--- src/rtl/pulse_sweep_sequencer.sv ---
// rtl/pulse_sweep_sequencer.sv - run-level sweep scheduler for the pulses generator
// Steps delay and second-pulse width across sweep points, changing values only on frame wraps.
module pulse_sweep_sequencer #(
  parameter int W          = 32,
  parameter int MIN_PERIOD = 3
) (
  input  logic         clk_pll,
  input  logic         reset,
  input  logic         start,
  input  logic         abort,
  input  logic [W-1:0] period,
  input  logic [W-1:0] delay_base,
  input  logic [W-1:0] delay_step,
  input  logic [W-1:0] p2w_base,
  input  logic [W-1:0] p2w_step,
  input  logic [15:0]  n_points,
  input  logic [15:0]  shots,
  output logic [W-1:0] delay_out,
  output logic [W-1:0] p2w_out,
  output logic         gen_reset,
  output logic         frame_start,
  output logic [15:0]  point_idx,
  output logic [15:0]  shot_idx,
  output logic         busy,
  output logic         done,
  output logic         sat
);

  localparam logic [1:0] S_IDLE = 2'd0;
  localparam logic [1:0] S_LOAD = 2'd1;
  localparam logic [1:0] S_RUN  = 2'd2;
  localparam logic [1:0] S_DONE = 2'd3;

  localparam logic [W-1:0] PERIOD_MIN = W'(MIN_PERIOD);
  localparam logic [W-1:0] ONE        = W'(1);

  logic [1:0]   state;
  logic [W-1:0] fcnt;
  logic [W-1:0] period_l;
  logic [15:0]  n_points_l;
  logic [15:0]  shots_l;
  logic [W-1:0] delay_step_l;
  logic [W-1:0] p2w_step_l;

  logic [W:0]   delay_sum;
  logic [W:0]   p2w_sum;
  logic         wrap;
  logic         last_shot;
  logic         last_point;

  // Carry-out in the top bit drives saturation of the swept values.
  assign delay_sum  = {1'b0, delay_out} + {1'b0, delay_step_l};
  assign p2w_sum    = {1'b0, p2w_out} + {1'b0, p2w_step_l};
  assign wrap       = (fcnt == period_l);
  assign last_shot  = (shot_idx == shots_l - 16'd1);
  assign last_point = (point_idx == n_points_l - 16'd1);

  always_ff @(posedge clk_pll) begin
    if (reset) begin
      state        <= S_IDLE;
      fcnt         <= '0;
      period_l     <= '0;
      n_points_l   <= '0;
      shots_l      <= '0;
      delay_step_l <= '0;
      p2w_step_l   <= '0;
      delay_out    <= '0;
      p2w_out      <= '0;
      gen_reset    <= 1'b1;
      frame_start  <= 1'b0;
      point_idx    <= '0;
      shot_idx     <= '0;
      busy         <= 1'b0;
      done         <= 1'b0;
      sat          <= 1'b0;
    end else if (abort) begin
      state       <= S_IDLE;
      fcnt        <= '0;
      gen_reset   <= 1'b1;
      frame_start <= 1'b0;
      busy        <= 1'b0;
      done        <= 1'b0;
    end else begin
      case (state)
        S_IDLE: begin
          gen_reset   <= 1'b1;
          frame_start <= 1'b0;
          done        <= 1'b0;
          fcnt        <= '0;
          if (start) begin
            state <= S_LOAD;
            busy  <= 1'b1;
          end
        end
        S_LOAD: begin
          period_l     <= (period < PERIOD_MIN) ? PERIOD_MIN : period;
          n_points_l   <= (n_points == 16'd0) ? 16'd1 : n_points;
          shots_l      <= (shots == 16'd0) ? 16'd1 : shots;
          delay_step_l <= delay_step;
          p2w_step_l   <= p2w_step;
          delay_out    <= delay_base;
          p2w_out      <= p2w_base;
          point_idx    <= '0;
          shot_idx     <= '0;
          sat          <= 1'b0;
          fcnt         <= '0;
          gen_reset    <= 1'b0;
          frame_start  <= 1'b1;
          state        <= S_RUN;
        end
        S_RUN: begin
          if (!wrap) begin
            fcnt        <= fcnt + ONE;
            frame_start <= 1'b0;
          end else begin
            fcnt <= '0;
            if (!last_shot) begin
              shot_idx    <= shot_idx + 16'd1;
              frame_start <= 1'b1;
            end else if (!last_point) begin
              shot_idx    <= '0;
              point_idx   <= point_idx + 16'd1;
              delay_out   <= delay_sum[W] ? '1 : delay_sum[W-1:0];
              p2w_out     <= p2w_sum[W] ? '1 : p2w_sum[W-1:0];
              sat         <= sat | delay_sum[W] | p2w_sum[W];
              frame_start <= 1'b1;
            end else begin
              state       <= S_DONE;
              done        <= 1'b1;
              gen_reset   <= 1'b1;
              busy        <= 1'b0;
              frame_start <= 1'b0;
            end
          end
        end
        S_DONE: begin
          done  <= 1'b0;
          state <= S_IDLE;
        end
        default: state <= S_IDLE;
      endcase
    end
  end

endmodule

--- config.mk ---
export PLATFORM = sky130hd
export DESIGN_NAME = pulse_sweep_sequencer
export DESIGN_NICKNAME = d
export VERILOG_FILES = /design/src/rtl/pulse_sweep_sequencer.sv
export SDC_FILE = /design/constraint.sdc
export NUM_CORES = 1
export LEC_CHECK = 0
export CORE_ASPECT_RATIO = 1.4
export CORE_MARGIN = 2
export CORE_UTILIZATION = 50
export CTS_CLUSTER_DIAMETER = 150
export CTS_CLUSTER_SIZE = 12
export DETAILED_ROUTE_END_ITERATION = 7
export PLACE_DENSITY = 0.84
export SYNTH_ARGS = -nofsm -noshare
export SYNTH_HDL_FRONTEND = slang
export SYNTH_SLANG_ARGS = --single-unit
--- constraint.sdc ---
create_clock -name clk_pll -period 6.3 [get_ports clk_pll]
set_input_delay 0.945 -clock clk_pll [delete_from_list [all_inputs] [get_ports clk_pll]]
set_output_delay 0.945 -clock clk_pll [all_outputs]
set_load 0.03 [all_outputs]
**Yosys cells after proc, flatten, opt, wreduce, memory -nomap -nowiden**

Index checks and enable logic that the tools add are counted.

- Word-level logic and storage cells: 103
- Bits of input ports: 196
- Output and inout bits: 101
- Register bits after elaboration: 263

- Multiplexer cells: 46
- Add/sub/neg operators: 7
- Reductions and logical operators: 18
- Equal/unequal tests: 12
- Magnitude comparators: 1
- Bitwise gates (word level): 3

Operators by type and width:

| operator | count |
|---|---|
| $mux W32 | 10 |
| $pmux W32 S2 | 3 |
| $mux W16 | 8 |
| $add A32 B32 Y33 | 2 |
| $pmux W16 S2 | 2 |
| $add A16 B1 Y16 const B | 2 |
| $add A32 B1 Y32 const B | 1 |
| $eq A16 B16 Y1 | 2 |
| $eq A32 B32 Y1 | 1 |
| $logic_not A16 Y1 | 2 |
| $lt A32 B2 Y1 const B | 1 |
| $sub A16 B1 Y16 const B | 2 |
| $reduce_and A4 Y1 | 4 |
| $mux W1 | 13 |
| $ne A2 B2 Y1 const B | 5 |
| $reduce_and A5 Y1 | 2 |
| $mux W2 | 4 |
| $pmux W2 S4 | 1 |
| $reduce_bool A2 Y1 | 4 |
| $pmux W1 S2 | 3 |
| $pmux W1 S3 | 2 |
| $reduce_or A2 Y1 | 3 |
| $eq A2 B2 Y1 const B | 2 |
| $ne A3 B3 Y1 const B | 1 |
| 6 further kinds | 7 |

**Logic depth before layout (Yosys ltp)**

Gate-level depths: netlist of run 1.

- Word-level depth: 7
- Mapped depth: 14
- Mapped depth without buffers: 13

**Worst setup path before layout of run 1**

Ideal clock, no wire load.

- Path kind: flip-flop to flip-flop
- Start: register p2w_out[0]
- End: register p2w_out[22]
- Data arrival time: 3,409 ps
- Path slack: 2,821 ps
- Period minus slack after synthesis: 3,479 ps
- Cell stages (with the launch flop): 15
- Path buffers: 1
- Required time: 6,230 ps
- Setup time: 70 ps
- Cells stage by stage: dfxtp_1 -> ha_1 -> inv_1 -> fa_1 -> nor2b_1 -> o31a_1 -> a31oi_1 -> a211oi_1 -> o211ai_1 -> a2111oi_0 -> a211oi_2 -> nand2_1 -> clkbuf_1 -> o221ai_1 -> a21oi_1

- Cells in the longest elaborated chain, start to end: 6

Ends and longest elaborated chain:

| element | RTL line | text |
|---|---|---|
| start, declared | 19 | `output logic [W-1:0] p2w_out,` |
| start signal, assigned | 102 | `p2w_out <= p2w_base;` |
| start signal, assigned | 124 | `p2w_out <= p2w_sum[W] ? '1 : p2w_sum[W-1:0];` |
| $add A32 B32 Y33 | 53 | `assign p2w_sum = {1'b0, p2w_out} + {1'b0, p2w_step_l};` |
| $mux W32 | 124 |  |
| $mux W32 | 120 | `end else if (!last_point) begin` |
| $mux W32 | 117 | `if (!last_shot) begin` |
| $mux W32 | 112 | `if (!wrap) begin` |
| $pmux W32 S2 | 84 | `case (state)` |

Every way passes these cells. The select of a mux whose other input is x is not followed.
A chain may end at the register's enable or synchronous reset.

**Worst setup path after layout of run 1**

- Start: register n_points_l[0]
- End: register delay_out[15]

- Cells in the longest elaborated chain, start to end: 4

Ends and longest elaborated chain:

| element | RTL line | text |
|---|---|---|
| start, declared | 40 | `logic [15:0] n_points_l;` |
| start signal, assigned | 97 | `n_points_l <= (n_points == 16'd0) ? 16'd1 : n_points;` |
| $sub A16 B1 Y16 | 56 | `assign last_point = (point_idx == n_points_l - 16'd1);` |
| $eq A16 B16 Y1 | 56 |  |
| $ne A2 B2 Y1 (no source line) | - |  |
| $reduce_and A5 Y1 (no source line) | - |  |
| end signal, assigned | 101 | `delay_out <= delay_base;` |
| end signal, assigned | 123 | `delay_out <= delay_sum[W] ? '1 : delay_sum[W-1:0];` |
| end, declared | 18 | `output logic [W-1:0] delay_out,` |

Every way passes these cells.

==> results of run 1 <==
==> synth_stat cells (7+ instances only) <==
cell type  count  share of area, %
o211ai_1      14              0.70
nand2b_1      17              0.71
a21o_1        27               1.3
mux2_2         7              0.52
inv_1         34              0.85
o22ai_1        9              0.37
dfxtp_1      263                35
xor2_1       100               5.8
nor2b_1        9              0.37
xnor2_1       63               3.7
o21a_1        12              0.60
nand2_1      391               9.7
a211oi_1      11              0.55
o21ai_0       65               2.2
clkbuf_1      80               2.0
o21bai_1      11              0.55
ha_1          73               6.1
nand3_1       45               1.5
or3_1         15              0.62
buf_2         14              0.47
nand4_1       36               1.5
nor4_1        36               1.5
a31oi_1       20              0.83
and3_1        19              0.79
nor3_1        27              0.90
buf_1          7              0.17
nor2_1       123               3.1
nor3b_1        7              0.35
o221ai_1      46               2.7
a21oi_1      255               8.5
==> power by group through the flow <==
stage	logic, µW	clock network [µW]	registers [µW]
2_1_floorplan	279	0	1800
3_3_place_gp	530	0	1780
3_5_place_dp	541	0	1780
4_1_cts	544	1350	1740
5_1_grt	592	1410	1750
6_report	546	1320	1740
==> registers in the layout, indices dropped and copies added, names as in the netlist, 32 cells and up <==
register      flops
delay_out        32
delay_step_l     32
fcnt             32
p2w_out          32
p2w_step_l       32
period_l         32
==> per-stage QoR <==
| step | instance area, µm² | instances | total power (µW) | hold WS (ns) |
|---|---|---|---|---|
| 3_5_place_dp | 18170 | 2516 | 2319 | 0.4543 |
| 2_1_floorplan | 15070 | 1935 | 2075 | 0.4400 |
| 3_3_place_gp | 18170 | 2516 | 2307 | 0.4478 |
| 4_1_cts | 18800 | 2543 | 3639 | 0.4621 |
| 6_report | 18810 | 2544 | 3612 | 0.4612 |
| 5_1_grt | 18810 | 2544 | 3745 | 0.4835 |
==> cell type report <==
class / instances / area [µm²] / share of cell area [%]
clock buffers: 26 / 629.4 / 3.346
inverters: 34 / 127.6 / 0.6786
diodes: 1 / 2.502 / 0.01331
flip-flops and latches: 263 / 5265 / 28.00
multi-input cells: 1531 / 9263 / 49.25
repair buffers: 303 / 3029 / 16.11
clock inverters: 1 / 8.758 / 0.04657
well taps: 385 / 481.7 / 2.561
==> worst min path at each step <==
stage	to	slack, ns	cells after the start
final	p2w_step_l[9]	0.46	2
after global routing	period_l[10]	0.48	2
after CTS	p2w_step_l[7]	0.46	2
after detailed placement	p2w_step_l[7]	0.45	2
after global placement	delay_step_l[28]	0.45	2
after floorplan	delay_step_l[0]	0.44	2
==> worst max-delay path, stage by stage (launching register included) <==
cell      delay, ns
dfxtp_1        0.37
inv_1          0.10
ha_1           0.21
nor4b_1        0.71
nand4b_1       0.23
xnor2_1        0.21
nand4_1        0.11
a2111o_1       0.32
o31ai_1        0.54
o31a_2         0.72
buf_4          0.44
nand2_1        0.12
a21oi_1        0.16
==> logic make-up after synthesis <==
| kind of cell | synth area share [%] |
|---|---|
| AO/OA/AOI/OAI | 21.86 |
| XOR/XNOR | 9.476 |
| adder cells (fa/ha/maj) | 6.328 |
| buffers and inverters | 3.787 |
| flip-flops | 34.95 |
| multiplexers | 0.7226 |
| AND/OR/NAND/NOR | 22.88 |
==> routing by layer <==
metal	up-vias	global-route usage, %	wire length [µm]
met5	-	0	0
met4	0	14.37	2332
met3	139	6.130	3483
met2	543	52.07	23690
met1	7057	29.82	16610
li1	7314	-	-
==> out/metrics.cfg, run 1 <==
[detailed_routing]
avgViaCountPerCell=5.917
routed_wl_mm=46.12
wl_per_cell_um=18.13
firstDrtPassIters=7
ant_nets=0
via_count=15053
drt_iter0_drc=887
drc=0

[power]
internal_power_uw=2660
power_switching_uw=952.1
power_frac_comb_pct=15.1
pwr-share-seq_pct=48.3
clock_power_share_pct=36.6
power_density_nw_per_um2=192.1
peakVddDrop_uv=174.0
switching_share_pct=26.36
p_leak_uw=0.007134

[layout]
areaGrowthSynthToFinish_pct=24.83
drive_gt1_share_pct=3.105
layout_common_cells=391 x nand2_1, 295 x clkdlybuf4s50_1, 263 x dfxtp_1
num-nets-final=2429
n_fill_cell=2604
final_common_cell=nand2_1
postLayoutCoreUtil_pct=63.02

[sta]
finClkSkew_ns=0.01871
worstMarginPinSlew_ns=1.254
setup_viol=0
timing.fmax_ghz=0.2286
hold_viol_final=0
totalNegativeSetupSlack_ns=0
min_period_over_period_pct=69.44
rsz0062_at_grt=no
drv_slew=0
fin_ws_ns=1.925
fin_crit_ns=4.375
relSlewSlack_pct=16.39

[global_route]
grt_max_degree=122
grt_pass1_vias=14892
antenna_found_initial=2
grt_pass1_wl_mm=72.55
grt-ovfl-total=0
grt_usage_pct=28.30

[die]
core_um2=29840
initial_core_util_pct=50.49
io_pins=297
die_h_um=209.4
die_area_um2=31560
fp.dieW_um=150.7
num_rows=75

[clock_network]
tritoncts=built
numCtsBuffers=25
root_buffer=clkbuf_16
post-cts-setup-buffer-count=0
cts_hold_buffers=0
cts_max_path_buffers=3
clock_sinks=263
clk_latency_ns=0.55
path_clk_slew_ns=0.06
htreeDepth=1
cts-resized-gates=0

[synthesis]
ys.flop_type=dfxtp_1
synth-edff-count=0
postSynthAreaPerCell_um2=7.786
synthArstFlopShare_pct=0
synthesis.area_um2=15070
syn_inst=1935
synth_seq_cells=263
syn_nets=2206
ys_seq_area_share_pct=34.95
ys_warn_count=0
yosysUniqueCellTypes=80

[critical_path]
ff2ff_path_depth=12
critPathKind=reg -> reg
required_ns=6.76
timing.rr.start=n_points_l[0]
cp_data_arrival_time_ns=4.83
worstReg2RegEnd=delay_out[15]
r2r_slack_ns=1.93
start_kind=flop
endpoint=delay_out[15]
crit_fanout=34
crit_path_start=n_points_l[0]
cp-end-kind=flop

[placed_design]
place_ws_ns=1.953
hpwl_mm=33.96
portBuffers=296
place_congestion=0.9597

[run_status]
outcome=complete, no violations

[hold_path]
min_from=p2w_step_l[9]
hold_class=reg -> reg

[flow_run]
maxCapViolations=0

Note: power is estimated with default switching activity, not from simulation.
==> run 2, diff against run 1 <==
--- a/config.mk
+++ b/config.mk
@@ -7,7 +7,7 @@
 export LEC_CHECK = 0
 export CORE_ASPECT_RATIO = 1.4
 export CORE_MARGIN = 2
-export CORE_UTILIZATION = 50
+export CORE_UTILIZATION = 48
 export CTS_CLUSTER_DIAMETER = 150
 export CTS_CLUSTER_SIZE = 12
 export DETAILED_ROUTE_END_ITERATION = 7
==> constraint.sdc (replaced) <==
create_clock -name clk_pll -period 3.8 [get_ports clk_pll]
set_input_delay 0.57 -clock clk_pll [delete_from_list [all_inputs] [get_ports clk_pll]]
set_output_delay 0.57 -clock clk_pll [all_outputs]
set_load 0.03 [all_outputs]
==> run 2 against run 1 <==
Compared with the run above:
- sequential cell count stayed put
- largest power group unchanged
- sequential power is 66% higher
- worst hold slack worse by 0.024 ns
==> out/metrics.cfg, run 2 (synthesized netlist as in run 1, its figures left out) <==
[layout]
final_common_cell=nand2_1
drive_gt1_share_pct=3.996  ; +0.89 points
areaGrowthSynthToFinish_pct=26.05
num-nets-final=2449  ; +0.82%
layout_common_cells=391 x nand2_1, 295 x clkdlybuf4s50_1, 263 x dfxtp_1
postLayoutCellArea_um2=18990  ; +0.98%
n_fill_cell=2624  ; +0.77%

[sta]
finClkSkew_ns=0.01019  ; -0.008527 ns
timing.fmax_ghz=0.2768  ; +21%
rsz0062_at_grt=no
fin_crit_ns=3.613  ; -0.7621 ns
setup_viol=0  ; unchanged
min_period_over_period_pct=95.07  ; +26 points
relSlewSlack_pct=39.61  ; +23 points
fin_ws_ns=0.1875  ; -1.738 ns
drv_slew=0  ; unchanged
hold_viol_final=0  ; unchanged
worstMarginPinSlew_ns=0.9058  ; -0.3482 ns
totalNegativeSetupSlack_ns=0  ; unchanged

[placed_design]
hpwl_mm=34.77  ; +2.4%
place_ws_ns=0.1518  ; -1.801 ns
place_congestion=0.9399  ; -2.1%
portBuffers=296  ; unchanged
placement.cell_area_um2=18350  ; +1.0%

[clock_network]
cts_max_path_buffers=3  ; unchanged
root_buffer=clkbuf_16
clock_sinks=263  ; unchanged
htreeDepth=1  ; unchanged
path_clk_slew_ns=0.06  ; about the same
post-cts-setup-buffer-count=0  ; unchanged
cts_hold_buffers=0  ; unchanged
tritoncts=built
clk_latency_ns=0.54  ; about the same
numCtsBuffers=25  ; unchanged

[critical_path]
endpoint=shot_idx[11]
crit_fanout=11  ; -68%
cp_data_arrival_time_ns=4.08  ; -0.75 ns
crit_buf_inv=1  ; -1
cpMostUsedCell=o21ai_0
critPathKind=reg -> reg
path_delay_family=compound AO/OA/AOI/OAI gates
required_ns=4.26  ; -2.50 ns
cp-end-kind=flop
start_kind=flop
worstReg2RegEnd=shot_idx[11]
max_stage_delay_ns=0.51  ; -0.21 ns
cp_cell_sequence=inv_1, ha_1, or4b_4, o21ai_1, o21ai_0, a211o_1, a2111o_1, or3_1, or2_1, a31oi_2, o21ai_0, a21oi_1
cp_num_cells=12  ; unchanged
timing.rr.start=n_points_l[0]
cp_slowest_cell=or4b_4
ff2ff_path_depth=12  ; unchanged
crit_path_start=n_points_l[0]
r2r_slack_ns=0.19  ; -1.74 ns

[detailed_routing]
drc=0  ; unchanged
wl_per_cell_um=18.18  ; +0.25%
routed_wl_mm=46.71  ; +1.3%
firstDrtPassIters=6  ; -1
drt_iter0_drc=1020  ; +15%
avgViaCountPerCell=5.932  ; +0.25%
ant_nets=0  ; unchanged
via_count=15245  ; +1.3%

[global_route]
grt_pass1_wl_mm=74.31  ; +2.4%
antenna_found_initial=3  ; +1
grt_usage_pct=27.42  ; -0.88 points
grt_max_degree=85  ; -30%
grt_pass1_vias=15036  ; +0.97%
grt-ovfl-total=0  ; unchanged

[flow_run]
maxCapViolations=0  ; unchanged

[die]
io_pins=297  ; unchanged
initial_core_util_pct=48.90  ; -1.6 points
fp.dieW_um=153.7  ; +2.0%
core_um2=30810  ; +3.2%
die_h_um=213.6  ; +2.0%
num_rows=76  ; +1.3%
die_area_um2=32840  ; +4.1%

[run_status]
outcome=complete, no violations

[power]
p_leak_uw=0.007235  ; +1.4%
peakVddDrop_uv=310.1  ; +78%
finalPower_uw=6012  ; +66%
power_density_nw_per_um2=316.6  ; +65%

[hold_path]
hold_class=in -> reg

-- run 2: cell count changes in the layout (fill, tap and decap cells not counted), sizes merged --
cell / change
inv: -1
diode: +2
buf: +20
-- run 2: area by class of cell --
cell class | count | area (µm²) | share of cell area, %
multi-input combinational | 1531 | 9269 | 48.81
sequential | 263 | 5265 | 27.72
timing repair buffer | 323 | 3204 | 16.87
clock buffer | 26 | 629.4 | 3.314
tap | 390 | 488.0 | 2.570
inverter | 34 | 127.6 | 0.6720
antenna | 3 | 7.507 | 0.03953
-- run 2: worst min-delay path by stage --
stage,start,to,slack [ns],cells past startpoint
global placement,delay_step_l[24],delay_step_l[24],0.45,2
global route,reset,n_points_l[11],0.46,2
finish,reset,period_l[24],0.44,2
CTS,reset,period_l[24],0.42,2
floorplan,delay_step_l[0],delay_step_l[0],0.44,2
detailed placement,delay_step_l[8],delay_step_l[8],0.45,2
-- run 2: per-stage QoR --
step | utilization, % | hold WS, ns | instances
final | 61.64 | 0.4376 | 2570
after global routing | 61.62 | 0.4575 | 2568
after CTS | 61.59 | 0.4242 | 2567
after detailed placement | 59.55 | 0.4539 | 2541
after global placement | 59.55 | 0.4487 | 2541
after floorplan | - | 0.4400 | 1935
-- run 2: per-layer routing --
layer | up-vias | share of wire [%] | GRT usage, %
met5 | - | 0 | 0
met4 | 0 | 5.0 | 14.68
met3 | 148 | 7.0 | 5.800
met2 | 581 | 51 | 50.38
met1 | 7158 | 37 | 29.42
li1 | 7358 | - | -
-- run 2: timing repair --
action | 4_1_cts | 5_1_grt
setup endpoints to repair | 0 | 25
resized for setup | 0 | 2
hold endpoints to repair | 0 | 0
-- run 2: power by group --
group | switching [µW] | total, µW | leakage (µW) | internal [µW]
clock network | 1030 | 2190 | 0.000309 | 1160
registers | 65.5 | 2890 | 0.00213 | 2820
logic | 488 | 932 | 0.00480 | 444
total | 1590 | 6010 | 0.00723 | 4420
